[src/rtl/el_dr_sync_sink.sv]
// el_dr_sync_sink: clocked sink for a level-encoded dual-rail (LEDR) token bus.
// It synchronizes both rails of every bit and waits until every bit carries the
// expected phase. It then requires the whole word to hold steady for STABLE_CYC
// more cycles before capturing it. The token is delivered on a valid/ready
// stream, and a 2-phase ack is returned to the ring.
// Build option: EL_SINK_SKID_EN adds a 2-entry FIFO, so the ring is acked at
// capture instead of at consumer hand-off.
// Stream handshake: valid_o/data_o hold steady until a posedge with
// valid_o && ready_i. That edge is the single transfer point. ready_i has no
// effect while valid_o is low.
module el_dr_sync_sink #(
  parameter int WIDTH       = 32,
  parameter int RAIL_NUM    = 2,
  parameter int SYNC_STAGES = 2,
  parameter int STABLE_CYC  = 1
) (
  input  logic                      clk,
  input  logic                      rst_n,
  input  logic [RAIL_NUM*WIDTH-1:0] in,
  output logic                      ack_o,
  output logic [WIDTH-1:0]          data_o,
  output logic                      valid_o,
  input  logic                      ready_i,
  output logic [15:0]               tok_cnt_o
);

  localparam int BW = RAIL_NUM * WIDTH;
  localparam int CW = (STABLE_CYC < 1) ? 1 : $clog2(STABLE_CYC + 1);

  generate
    if (RAIL_NUM != 2) begin : g_bad_rail_num
      $error("el_dr_sync_sink: RAIL_NUM must be 2");
    end
    if (SYNC_STAGES < 2) begin : g_bad_sync_stages
      $error("el_dr_sync_sink: SYNC_STAGES must be at least 2");
    end
  endgenerate

  typedef enum logic [1:0] {S_WAIT, S_STAB, S_CAP, S_HOLD} state_t;

  state_t           r_state;
  state_t           w_state_nxt;
  logic [1:0]       r_rst_sync;
  logic             w_rst_n;
  logic [BW-1:0]    r_sync [SYNC_STAGES];
  logic [BW-1:0]    w_s;
  logic [BW-1:0]    r_snap;
  logic [WIDTH-1:0] w_ph;
  logic [WIDTH-1:0] w_snap_val;
  logic             w_complete;
  logic             r_exp_ph;
  logic [CW-1:0]    r_stab_cnt;
  logic             r_ack;
  logic [15:0]      r_tok;
  logic             w_push;
  logic             w_pop;
`ifdef EL_SINK_SKID_EN
  logic [WIDTH-1:0] r_mem [2];
  logic             r_wptr;
  logic             r_rptr;
  logic [1:0]       r_cnt;
`else
  logic [WIDTH-1:0] r_data;
  logic             r_valid;
`endif

  // Reset asserts asynchronously and deasserts on a clock edge.
  always_ff @(posedge clk or negedge rst_n) begin
    if (!rst_n) r_rst_sync <= 2'b00;
    else        r_rst_sync <= {r_rst_sync[0], 1'b1};
  end
  assign w_rst_n = r_rst_sync[1];

  // Per-rail synchronizer chain. The ring is asynchronous to clk.
  always_ff @(posedge clk or negedge w_rst_n) begin
    if (!w_rst_n) begin
      for (int k = 0; k < SYNC_STAGES; k++) r_sync[k] <= '0;
    end else begin
      r_sync[0] <= in;
      for (int k = 1; k < SYNC_STAGES; k++) r_sync[k] <= r_sync[k-1];
    end
  end
  assign w_s = r_sync[SYNC_STAGES-1];

  // Phase of each bit is value XOR timing rail. The word is complete only when
  // every bit shows the phase expected for the next token.
  always_comb begin
    w_ph       = '0;
    w_snap_val = '0;
    for (int i = 0; i < WIDTH; i++) begin
      w_ph[i]       = w_s[2*i] ^ w_s[2*i+1];
      w_snap_val[i] = r_snap[2*i+1];
    end
    w_complete = (w_ph == {WIDTH{r_exp_ph}});
  end

`ifdef EL_SINK_SKID_EN
  assign w_pop  = (r_cnt != 2'd0) && ready_i;
  assign w_push = (r_state == S_CAP) && ((r_cnt != 2'd2) || w_pop);
`else
  assign w_pop  = (r_state == S_HOLD) && r_valid && ready_i;
  assign w_push = (r_state == S_CAP);
`endif

  // State register.
  always_ff @(posedge clk or negedge w_rst_n) begin
    if (!w_rst_n) r_state <= S_WAIT;
    else          r_state <= w_state_nxt;
  end

  // Next-state logic: detect a complete word, confirm it is stable, capture,
  // then hold until the token has somewhere to go.
  always_comb begin
    w_state_nxt = r_state;
    case (r_state)
      S_WAIT: if (w_complete) w_state_nxt = (STABLE_CYC == 0) ? S_CAP : S_STAB;
      S_STAB: begin
        if ((w_s != r_snap) || !w_complete)                         w_state_nxt = S_WAIT;
        else if ((r_stab_cnt == CW'(1)) || (r_stab_cnt == CW'(0)))  w_state_nxt = S_CAP;
      end
`ifdef EL_SINK_SKID_EN
      S_CAP:  if (w_push) w_state_nxt = ((r_cnt == 2'd0) || w_pop) ? S_WAIT : S_HOLD;
      S_HOLD: if ((r_cnt != 2'd2) || w_pop) w_state_nxt = S_WAIT;
`else
      S_CAP:  w_state_nxt = S_HOLD;
      S_HOLD: if (w_pop) w_state_nxt = S_WAIT;
`endif
      default: w_state_nxt = S_WAIT;
    endcase
  end

  // Datapath: snapshot, stability counter, capture, phase, ack and token count.
  always_ff @(posedge clk or negedge w_rst_n) begin
    if (!w_rst_n) begin
      r_snap     <= '0;
      r_stab_cnt <= '0;
      r_exp_ph   <= 1'b1;
      r_ack      <= 1'b0;
      r_tok      <= '0;
`ifdef EL_SINK_SKID_EN
      r_mem[0]   <= '0;
      r_mem[1]   <= '0;
      r_wptr     <= 1'b0;
      r_rptr     <= 1'b0;
      r_cnt      <= 2'd0;
`else
      r_data     <= '0;
      r_valid    <= 1'b0;
`endif
    end else begin
      if ((r_state == S_WAIT) && w_complete) begin
        r_snap     <= w_s;
        r_stab_cnt <= CW'(STABLE_CYC);
      end else if (r_state == S_STAB) begin
        r_stab_cnt <= r_stab_cnt - CW'(1);
      end
      if (w_push) r_exp_ph <= ~r_exp_ph;
      if (w_pop)  r_tok    <= r_tok + 16'd1;
`ifdef EL_SINK_SKID_EN
      if (w_push) begin
        r_mem[r_wptr] <= w_snap_val;
        r_wptr        <= ~r_wptr;
        r_ack         <= ~r_ack;
      end
      if (w_pop) r_rptr <= ~r_rptr;
      r_cnt <= r_cnt + {1'b0, w_push} - {1'b0, w_pop};
`else
      if (w_push) begin
        r_data  <= w_snap_val;
        r_valid <= 1'b1;
      end
      if (w_pop) begin
        r_valid <= 1'b0;
        r_ack   <= ~r_ack;
      end
`endif
    end
  end

  assign ack_o     = r_ack;
  assign tok_cnt_o = r_tok;
`ifdef EL_SINK_SKID_EN
  assign data_o    = r_mem[r_rptr];
  assign valid_o   = (r_cnt != 2'd0);
`else
  assign data_o    = r_data;
  assign valid_o   = r_valid;
`endif

endmodule

[config.mk]
export PLATFORM = sky130hd
export DESIGN_NAME = el_dr_sync_sink
export DESIGN_NICKNAME = d
export VERILOG_FILES = /design/src/rtl/el_dr_sync_sink.sv
export SDC_FILE = /design/constraint.sdc
export NUM_CORES = 1
export LEC_CHECK = 0
export ABC_AREA = 1
export ABC_CLOCK_PERIOD_IN_PS = 17500
export BUFFER_PORTS_ARGS = -buffer_cell sky130_fd_sc_hd__buf_2
export CORE_MARGIN = 5
export CORE_UTILIZATION = 55
export DETAILED_ROUTE_END_ITERATION = 10
export GPL_TIMING_DRIVEN = 0
export PLACE_DENSITY = 0.72
export REMOVE_ABC_BUFFERS = 1
export SLEW_MARGIN = 20
export SYNTH_ARGS = -nofsm -noshare
export SYNTH_HDL_FRONTEND = slang
export SYNTH_SLANG_ARGS = --single-unit
[constraint.sdc]
create_clock -name clk -period 17.5 [get_ports clk]
set_clock_uncertainty 0.2 [all_clocks]
set_input_delay 3.5 -clock clk [delete_from_list [all_inputs] [get_ports clk]]
set_output_delay 3.5 -clock clk [all_outputs]
set_load 0.1 [all_outputs]
==> results_dict.tcl <==
set metrics [dict create \
    fin_cells 1582 \
    globalRouteOverflowTotal 0 \
    layout_commonest_cell "nand2_1" \
    cp.required_ns 13.80 \
    setup-violations-final 0 \
    grt_pass1_wl_um 37600 \
    outcome "finished clean" \
    n_antenna_cell 0 \
    finalPower_uw 1370 \
    htree_levels 1 \
    startpoint_type "flip-flop" \
    synth_area_leaders "dfrtp_1 (57%), nand2_1 (17%), nand4_1 (4.3%)" \
    leakagePower_uw 0.00663 \
    io_pins 117 \
    critical_path.slowest_cell "buf_2" \
    ctsHoldBuffers 0 \
    syn_to_final_growth_pct 14.9 \
    synth-seq-area-share_pct 57.4 \
    remaining_drc_errors 0 \
    post-route-util_pct 63.8 \
    drt_first_pass_iters 7 \
    start_util_pct 55.6 \
    synth.top_cell.area_share_pct 57.1 \
    worstMarginPinSlew_ns 0.817 \
    holdCritPathClass "reg2async" \
    cts_root_buf "clkbuf_16" \
    clkLatencyLatePin_ns 0.52 \
    path_max_fanout 4 \
    synth_top_cell_by_area "dfrtp_1" \
    post_cts_buffers 0 \
    antenna_found_initial 0 \
    mostFrequentLayoutCells "nand2_1 (494), dfrtp_1 (245), buf_2 (116)" \
    cp.buffers_inverters 1 \
    critPathArrivalTime_ns 1.37 \
    synth_warnings 0 \
    die-area_um2 22500 \
    critPathCaptureType "output pin" \
    gp_congestion 0.798 \
    vias 7892 \
    cts_buffer_depth 3 \
    wl_per_cell_um 14.0 \
    ir_worst_vdd_uv 86.9 \
    syn_inst 1185 \
    cts_made_buffers 25 \
    slowest_delay_ns 0.45 \
    port_buffers 116 \
    max_cap_viol_count 0 \
    dpl.hpwl_um 15100 \
    coreArea_um2 19400 \
    drt-initial-drc-count 578 \
    slew_headroom_pct 45.5 \
    syn_avg_cell_area_um2 9.09 \
    cts_sinks 247 \
    setup.worst_path.class "reg2out" \
    drt_wl_total_um 22200 \
    rsz0062_at_grt "false" \
    clk_pin_slew_ns 0.06 \
    grt_use_total_pct 20.4 \
    fin_crit_ns 5.07 \
    cts_resized 0 \
    grt_max_degree 65 \
    die_w_um 150 \
    antenna_left 0 \
    die_h_um 150 \
    dp_cells 1538 \
    ys_ff_latch 247 \
    cp_cell_sequence "buf_2" \
    fin_crit_sh_pct 29.0 \
    drt-vias-per-instance 4.99 \
    rows 51 \
    drive_gt1_share_pct 16.2 \
    power_density_nw_per_um2 111 \
    max_freq_ghz 0.197 \
    cpLargestDelayFamily "buffers and inverters" \
    hold_violations 0 \
    tns_ns 0 \
    synth_area_um2 10800 \
    ys_types 29 \
    slew_viol_final 0 \
    nNetsFinal 1368 \
    grt_pass1_vias 7885 \
    cts_tree "done" \
]
-- routing by layer --
metal | up-vias | GRT usage, % | wire, um
met5 | - | 0 | 0
met4 | 0 | 5.12 | 386
met3 | 24 | 3.00 | 981
met2 | 175 | 34.7 | 11000
met1 | 3768 | 27.7 | 9760
li1 | 3925 | - | -
-- area by class of cell --
type                            count  area [um2]
Clock buffer                       32         682
Inverter                          103         392
Multi-Input combinational cell    796        3820
Tap cell                          265         332
Clock inverter                     12         113
Timing Repair Buffer              127         853
Fill cell                        1612        7020
Sequential cell                   247        6190
-- cells in the mapped netlist, drive strengths merged --
master    n
nor2     65
xnor2    50
nor3      4
clkbuf    5
o31ai     1
nand2   503
nand3    48
nand4    74
inv     103
ha        1
o21ai    13
a21oi     4
dfstp     1
mux2     21
xor2     11
dfrtp   246
buf      34
conb      1
-- final timing paths --
kind,from,end,slack [ns],cells past startpoint
max in group asynchronous,rst_n,r_rst_sync[1],14.42,1
min reg2reg,r_rst_sync[1],w_s[61],0.12,0
max reg2reg,r_exp_ph,r_snap[15],13.56,12
min in group clk,r_sync[123],w_s[59],0.14,0
max,tok_cnt_o[2],tok_cnt_o[2],12.43,1
min,r_rst_sync[1],w_s[61],0.12,0
-- registers in the layout (all words and copies together) (netlist names), named ones only --
name,count
r_snap,64
r_sync,64
w_s,64
data_o,32
tok_cnt_o,16
r_rst_sync,2
ack_o,1
r_exp_ph,1
r_state,1
valid_o,1
-- through the flow --
step	hold slack [ns]	setup slack, ns	cell area, um2
floorplan	0.131	9.91	10400
global placement	0.131	7.41	11300
detailed placement	0.135	12.40	11600
CTS	0.131	12.40	12400
global route	0.136	12.38	12400
finish	0.115	12.43	12400
-- cells by family after synthesis --
kind of cell | share of synthesized area, %
adders and majority gates | 0.116
DFF | 57.4
AOI/OAI and AO/OA | 0.859
buffers and inverters | 7.26
other | 0.0348
xor gates and xnor gates | 4.96
and+or+nand+nor | 27.2
muxes | 2.19
-- report_power, final --
part           switching (uW)  internal (uW)
sequential               34.5            594
combinational             157           70.3
clock                     212            304
total                     403            968
Note: power is estimated with default switching activity, not from simulation.
